--- config.mk ---
export PLATFORM = sky130hd
export DESIGN_NAME = portgroup_rx_frame
export DESIGN_NICKNAME = d
export VERILOG_FILES = /design/src/rtl/portgroup_rx_frame.sv
export SDC_FILE = /design/constraint.sdc
export NUM_CORES = 1
export LEC_CHECK = 0
export ABC_AREA = 1
export CAP_MARGIN = 20
export CORE_ASPECT_RATIO = 0.7
export CORE_UTILIZATION = 41
export DETAILED_ROUTE_END_ITERATION = 10
export PLACE_DENSITY = 0.61
export SYNTH_ARGS = -nofsm -noshare
export SYNTH_HDL_FRONTEND = slang
export SYNTH_SLANG_ARGS = --single-unit
export TNS_END_PERCENT = 10
--- constraint.sdc ---
create_clock -name main_clk_i -period 2.2 [get_ports main_clk_i]
set_input_delay 0.22 -clock main_clk_i [delete_from_list [all_inputs] [get_ports main_clk_i]]
set_output_delay 0.22 -clock main_clk_i [all_outputs]
set_load 0.02 [all_outputs]
--- src/rtl/portgroup_rx_frame.sv ---
// portgroup_rx_frame
//   Upstream receive framer for the port group RX path. Assembles two-beat
//   frames from an SOF-marked beat stream, buffers up to two completed frames
//   in order, and presents the head frame to the core-side RX data inputs.
//   Framing errors are counted in a saturating counter.
//
// Ports:
//   main_clk_i   clock
//   main_rst_i   synchronous active-high reset
//   ena_i        capture enable (register-file control enable)
//   in_valid_i   beat valid
//   in_ready_o   beat ready (ena_i and not full; 0 while in reset)
//   in_data_i    beat data
//   in_sof_i     beat is first beat of a frame
//   rx_valid_o   head frame present
//   rx_data0_o   head frame beat 0 (0 when empty)
//   rx_data1_o   head frame beat 1 (0 when empty)
//   rx_pop_i     consume head frame (ignored when empty)
//   err_cnt_o    saturating framing-error count
module portgroup_rx_frame #(
   parameter int unsigned width_p        = 8,
   parameter int unsigned errcnt_width_p = 8
) (
   input  logic                      main_clk_i,
   input  logic                      main_rst_i,
   input  logic                      ena_i,
   input  logic                      in_valid_i,
   output logic                      in_ready_o,
   input  logic [width_p-1:0]        in_data_i,
   input  logic                      in_sof_i,
   output logic                      rx_valid_o,
   output logic [width_p-1:0]        rx_data0_o,
   output logic [width_p-1:0]        rx_data1_o,
   input  logic                      rx_pop_i,
   output logic [errcnt_width_p-1:0] err_cnt_o
);

   typedef enum logic {
      WAIT_SOF,
      WAIT_SECOND
   } state_t;

   state_t                 state;
   state_t                 state_nxt;
   logic [width_p-1:0]     hold;
   logic [2*width_p-1:0]   fifo_mem [2];
   logic                   wr_ptr;
   logic                   rd_ptr;
   logic [1:0]             count;
   logic [1:0]             count_nxt;
   logic                   full;
   logic                   accept;
   logic                   push;
   logic                   pop;
   logic                   err_evt;
   logic                   hold_load;

   // Ready sees only the enable and the registered full flag; reset forces it low.
   assign in_ready_o = ena_i & ~full & ~main_rst_i;
   assign accept     = in_valid_i & in_ready_o;
   assign rx_valid_o = (count != 2'd0);
   assign pop        = rx_pop_i & rx_valid_o;
   assign count_nxt  = count + {1'b0, push} - {1'b0, pop};

   assign rx_data0_o = rx_valid_o ? fifo_mem[rd_ptr][2*width_p-1:width_p] : '0;
   assign rx_data1_o = rx_valid_o ? fifo_mem[rd_ptr][width_p-1:0]         : '0;

   always_ff @(posedge main_clk_i) begin
      if (main_rst_i) begin
         state <= WAIT_SOF;
      end else begin
         state <= state_nxt;
      end
   end

   always_comb begin
      state_nxt = state;
      push      = 1'b0;
      err_evt   = 1'b0;
      hold_load = 1'b0;
      case (state)
         WAIT_SOF: begin
            if (accept) begin
               if (in_sof_i) begin
                  hold_load = 1'b1;
                  state_nxt = WAIT_SECOND;
               end else begin
                  err_evt = 1'b1;
               end
            end
         end
         WAIT_SECOND: begin
            // Losing the enable abandons the partial frame silently.
            if (!ena_i) begin
               state_nxt = WAIT_SOF;
            end else if (accept) begin
               if (in_sof_i) begin
                  err_evt   = 1'b1;
                  hold_load = 1'b1;
               end else begin
                  push      = 1'b1;
                  state_nxt = WAIT_SOF;
               end
            end
         end
         default: state_nxt = WAIT_SOF;
      endcase
   end

   always_ff @(posedge main_clk_i) begin
      if (main_rst_i) begin
         hold      <= '0;
         wr_ptr    <= 1'b0;
         rd_ptr    <= 1'b0;
         count     <= 2'd0;
         full      <= 1'b0;
         err_cnt_o <= '0;
      end else begin
         if (hold_load) begin
            hold <= in_data_i;
         end
         if (push) begin
            fifo_mem[wr_ptr] <= {hold, in_data_i};
            wr_ptr           <= ~wr_ptr;
         end
         if (pop) begin
            rd_ptr <= ~rd_ptr;
         end
         count <= count_nxt;
         full  <= (count_nxt == 2'd2);
         if (err_evt && (err_cnt_o != '1)) begin
            err_cnt_o <= err_cnt_o + 1'b1;
         end
      end
   end

endmodule

Yosys cells after proc, flatten, opt, wreduce, memory -nomap -nowiden. Memory sizes are Yosys's and may differ from the RTL's. A register that Yosys moved wholly into a read port is not among the register bits. Index checks and enable logic that the tools add are counted.

Memories kept: 1. Output and inout port bits: 26. Bits in writable memories: 32. Bits of input ports: 14. Bits in registers: 22.

Bitwise logic cells: 9. Equality and inequality tests: 2. Reductions and logical operators: 2. Muxes and demuxes: 19. Add/sub/neg operators: 3.

Memory list: fifo_mem (depth 2, width 16, rd ports 1, clocked after memory_dff 1, write ports 1, RTL line 46) `logic [2*width_p-1:0] fifo_mem [2];`.

Operator list (count): $mux 8 (2); $mux 1 (14); $add 8x1->8 const B (1); $ne 8x8->1 const B (1); $pmux 1 s2 (3); $not 1->1 (5); $and 1x1->1 (4); $add 2x1->2 (1); $eq 2x2->1 const B (1); $reduce_bool 2->1 (1); $sub 2x1->2 (1); $logic_and 1x1->1 (1).

Logic depth before layout (Yosys ltp). Gate-level depths: netlist (run 1).

Word-level depth: 10. Gate-level depth with buffers: 10. Depth with buffers taken out: 10.

Worst setup path after synthesis (run 1). Ideal clock, no wire load.

Path type: input -> register. Start: input main_rst_i. End: memory fifo_mem[1][0] in the netlist's numbering (enable). Slack: 371 ps. Library setup time: 389 ps. Stages on the path: 5. Required time: 1811 ps. Arrival time: 1440 ps. Cell sequence: inv_2 nand2_4 nor2_8 nand4_1 nor2_1.

Longest elaborated chain between the ends: 9.

Ends and longest elaborated chain: start, declared (RTL line 25) `input logic main_rst_i,`; $not 1->1 (RTL line 59) `assign in_ready_o = ena_i & ~full & ~main_rst_i;`; $and 1x1->1 (RTL line 59); via in_ready_o (RTL line 28) `output logic in_ready_o,`; $and 1x1->1 (RTL line 60) `assign accept = in_valid_i & in_ready_o;`; $mux 1 (RTL line 96) `end else if (accept) begin`; $mux 1 (RTL line 94) `if (!ena_i) begin`; $mux 1 (RTL line 81) `case (state)`; $mux 1 (RTL line 122) `if (push) begin`; $mux 1 (RTL line 111) `if (main_rst_i) begin`; $mux 1 (implied by the code) (RTL line 123) `fifo_mem[wr_ptr] <= {hold, in_data_i};`; end, declared (RTL line 46).

The timed path passes the listed nets, and every way through them passes these cells.

==> results.sh, run 1 <==
export IMPL_outcome="finished clean"
export IMPL_numClockSinks=55
export IMPL_gp_congestion=0.836
export IMPL_final_layout_size_suffix_gt1_share_pct=9.41
export IMPL_start_util_pct=43.4
export IMPL_synth_top_family_by_area="simple AND/OR/NAND/NOR gates"
export IMPL_synth_compound_area_share_pct=8.31
export IMPL_drt_iter0_drc=105
export IMPL_async_flop_share_pct=0
export IMPL_tightest_slew_ps=256
export IMPL_power_internal_mw=1.44
export IMPL_p_sw_mw=0.487
export IMPL_syn_area_per_cell_sq_um=9.68
export IMPL_num_io_pins=40
export IMPL_grt_setup_unrepaired="no"
export IMPL_track_usage_pct=16.8
export IMPL_yosysMostFrequentCell="nand2_1"
export IMPL_gr_total_overflow=0
export IMPL_arrival_ps=1770
export IMPL_post_synth_top_area_fraction_pct=41.7
export IMPL_fmaxAchievable_ghz=0.502
export IMPL_dp_hpwl_um=3040
export IMPL_crit_slowest_cell="clkdlybuf4s50_1"
export IMPL_vdd_drop_max_v=0.000356
export IMPL_synth_area_leader_cell="edfxtp_1"
export IMPL_timing_slew_headroom_pct=82.9
export IMPL_vias=1727
export IMPL_placed_cell_area_sq_um=2840
export IMPL_nNetsFinal=303
export IMPL_worstSetupPathType="reg2out"
export IMPL_die_width_um=91.6
export IMPL_n_fill_cell=484
export IMPL_power_density_nw_per_um2=656
export IMPL_path_cells="inv_1 -> buf_4 -> nand2_1 -> a21oi_1 -> clkdlybuf4s50_1"
export IMPL_endpoint_kind="output port"
export IMPL_period_share_pct=90.6
export IMPL_synthXorXnorAreaFrac_pct=0.760
export IMPL_startpoint_type="flop"
export IMPL_cts_buffers=5
export IMPL_syn_area_sq_um=2300
export IMPL_grt_pass1_wl_um=7560
export IMPL_grt_max_degree=19
export IMPL_synth_edf_count=32
export IMPL_synth_warnings=0
export IMPL_synthCells=238
export IMPL_placementRows=22
export IMPL_fp_dieArea_sq_um=5930
export IMPL_synth_area_top_cells="edfxtp_1 (42%), dfxtp_1 (20%), nand2_1 (8.6%), a21oi_1 (5.9%), nor2_1 (4.4%)"
export IMPL_postLayoutCellArea_sq_um=2930
export IMPL_cts_max_level=2
export IMPL_cts_tree="done"
export IMPL_synth_seq_area_share_pct=61.7
export IMPL_ctsResizeCount=0
export IMPL_pwr_share_clk_pct=29.7
export IMPL_crit_required_ps=1980
export IMPL_die_height_um=64.7
export IMPL_critPathMaxStageDelay_ps=630
export IMPL_viasPerCell=4.81
export IMPL_drc=0
export IMPL_timing_max_cap_violations=0
export IMPL_cts_hold_buf=0
export IMPL_hold_viol_final=0
export IMPL_p_sw_share_pct=25.3
export IMPL_clk_latency_ps=310
export IMPL_finalPower_mw=1.92
export IMPL_cp_top_family="buffers and inverters"
export IMPL_clkSlewWorstSetupHoldPaths_ps=110
export IMPL_muxShareOfSynthArea_pct=0
export IMPL_wl_per_cell_um=12.7
export IMPL_cts_buffer_depth=2
export IMPL_cts_setup_buffers=0
export IMPL_setup_viol=0
export IMPL_pwr_share_comb_pct=12.7
export IMPL_p_leak_nw=1.16
export IMPL_netlist_top_cells_count="nand2_1 (53), edfxtp_1 (32), a21oi_1 (27), nor2_1 (27), dfxtp_1 (23)"
export IMPL_core_sq_um=5310
export IMPL_cp_num_buf_inv=3
export IMPL_clockRootBuffer="clkbuf_8"
export IMPL_area_delta_synth_final_pct=27.3
export IMPL_synthSimpleGateAreaFrac_pct=22.4
export IMPL_slew_viol_final=0
export IMPL_final_setup_skew_ps=8.53
export IMPL_ys_seq_elements=55
export IMPL_syn_nets=255
export IMPL_dr_pass1_iters=4
export IMPL_synth_flop_cell="edfxtp_1"
export IMPL_ant_nets=0
export IMPL_fin_crit_ps=1990
export IMPL_io_buffers=39
export IMPL_min_path_type="reg2reg"
export IMPL_power_frac_seq_pct=57.6
export IMPL_synth_adder_area_share_pct=1.63
export IMPL_drt_total_wl_um=4570
export IMPL_fin_tns_setup_ps=0
export IMPL_diodes=0
export IMPL_path_max_fanout=16
export IMPL_antenna_found_initial=0
export IMPL_synth_cell_types=24
export IMPL_grt_pass1_vias=1545
==> per-stage QoR <==
stage          utilization (%)  hold WS, ps  setup WS (ps)  std cells
4_1_cts                   55.2          453            191        359
5_1_grt                   55.2          472            111        359
3_3_place_gp              53.5          433            171        351
2_1_floorplan                -          289            371        238
6_report                  55.2          453            206        359
3_5_place_dp              53.5          434            132        351
==> worst paths after layout <==
path | start | end | slack [ps] | depth (start not counted)
worst min-delay path | hold[3] | fifo_mem[1][11] | 450 | 0
worst max-delay path | flop | rx_data0_o[3] | 210 | 5
worst max register to register | count[1] | full | 430 | 11
worst min register to register | hold[3] | fifo_mem[1][11] | 450 | 0
==> state kept, by name, summed over array words and instances (netlist names), named ones only <==
register,flops
err_cnt_o,8
count,2
rd_ptr,1
full,1
wr_ptr,1
state,1
fifo_mem,32
hold,8
==> worst register-to-register path, cell delays in order (launching register included) <==
cell	delay (ps)
dfxtp_1	340
nor2_2	100
buf_4	240
inv_1	90
nand2_1	60
inv_1	70
ha_1	270
inv_1	40
ha_1	180
xnor2_1	140
inv_1	70
nor3_1	120
==> metal layers <==
layer | wire [um] | up-vias | track usage [%]
met4 | 29 | 0 | 5.36
met1 | 2510 | 786 | 26.1
met3 | 195 | 4 | 3.17
met2 | 1840 | 44 | 23.2
li1 | - | 893 | -
met5 | 0 | - | 0
==> kinds of logic (layout without fill, tap and decap cells) <==
kind of cell / Yosys count / count (layout)
buffers and inverters: 29 / 78
flip-flops: 55 / 55
adder cells (fa/ha/maj): 3 / 3
AO/OA/AOI/OAI: 38 / 38
XOR/XNOR: 2 / 2
AND/OR/NAND/NOR: 111 / 111
==> layout make-up <==
type	count	area, sq um	area share, %
clock buffer	5	68.8	2.35
inverter	22	82.6	2.82
timing repair buffer	48	483	16.5
tap	72	90.1	3.07
clock inverter	3	23.8	0.811
sequential	55	1420	48.5
multi-input combinational	154	763	26.0
==> cell usage in the layout, fill, tap and decap left out, drive strengths merged, types with 2 or more instances in the layout <==
cell	Yosys	layout
inv	22	23
nand3	11	11
a21oi	27	27
clkbuf	4	5
nand2	56	56
nor3	9	9
o21ai	10	10
edfxtp	32	32
xnor2	2	2
buf	3	9
dfxtp	23	23
nor2	30	30
clkdlybuf4s50	0	39
nand4	4	4
ha	3	3
==> power by group through the flow <==
stage / clock network (mW) / registers [mW] / logic, mW
after floorplan: 0 / 1.13 / 0.123
after global placement: 0 / 1.13 / 0.243
after detailed placement: 0 / 1.13 / 0.245
after CTS: 0.583 / 1.11 / 0.246
after global routing: 0.631 / 1.11 / 0.265
final: 0.571 / 1.11 / 0.244
No activity file was read; power rests on OpenSTA's default activity.
==> inputs of run 2 (changes only) <==
--- a/config.mk
+++ b/config.mk
@@ -11,6 +11,7 @@
 export CORE_UTILIZATION = 41
 export DETAILED_ROUTE_END_ITERATION = 10
 export PLACE_DENSITY = 0.61
+export SLEW_MARGIN = 20
 export SYNTH_ARGS = -nofsm -noshare
 export SYNTH_HDL_FRONTEND = slang
 export SYNTH_SLANG_ARGS = --single-unit
==> results of run 2 <==
Same layout as run 1: the final DEF is identical, and so are final timing and power.
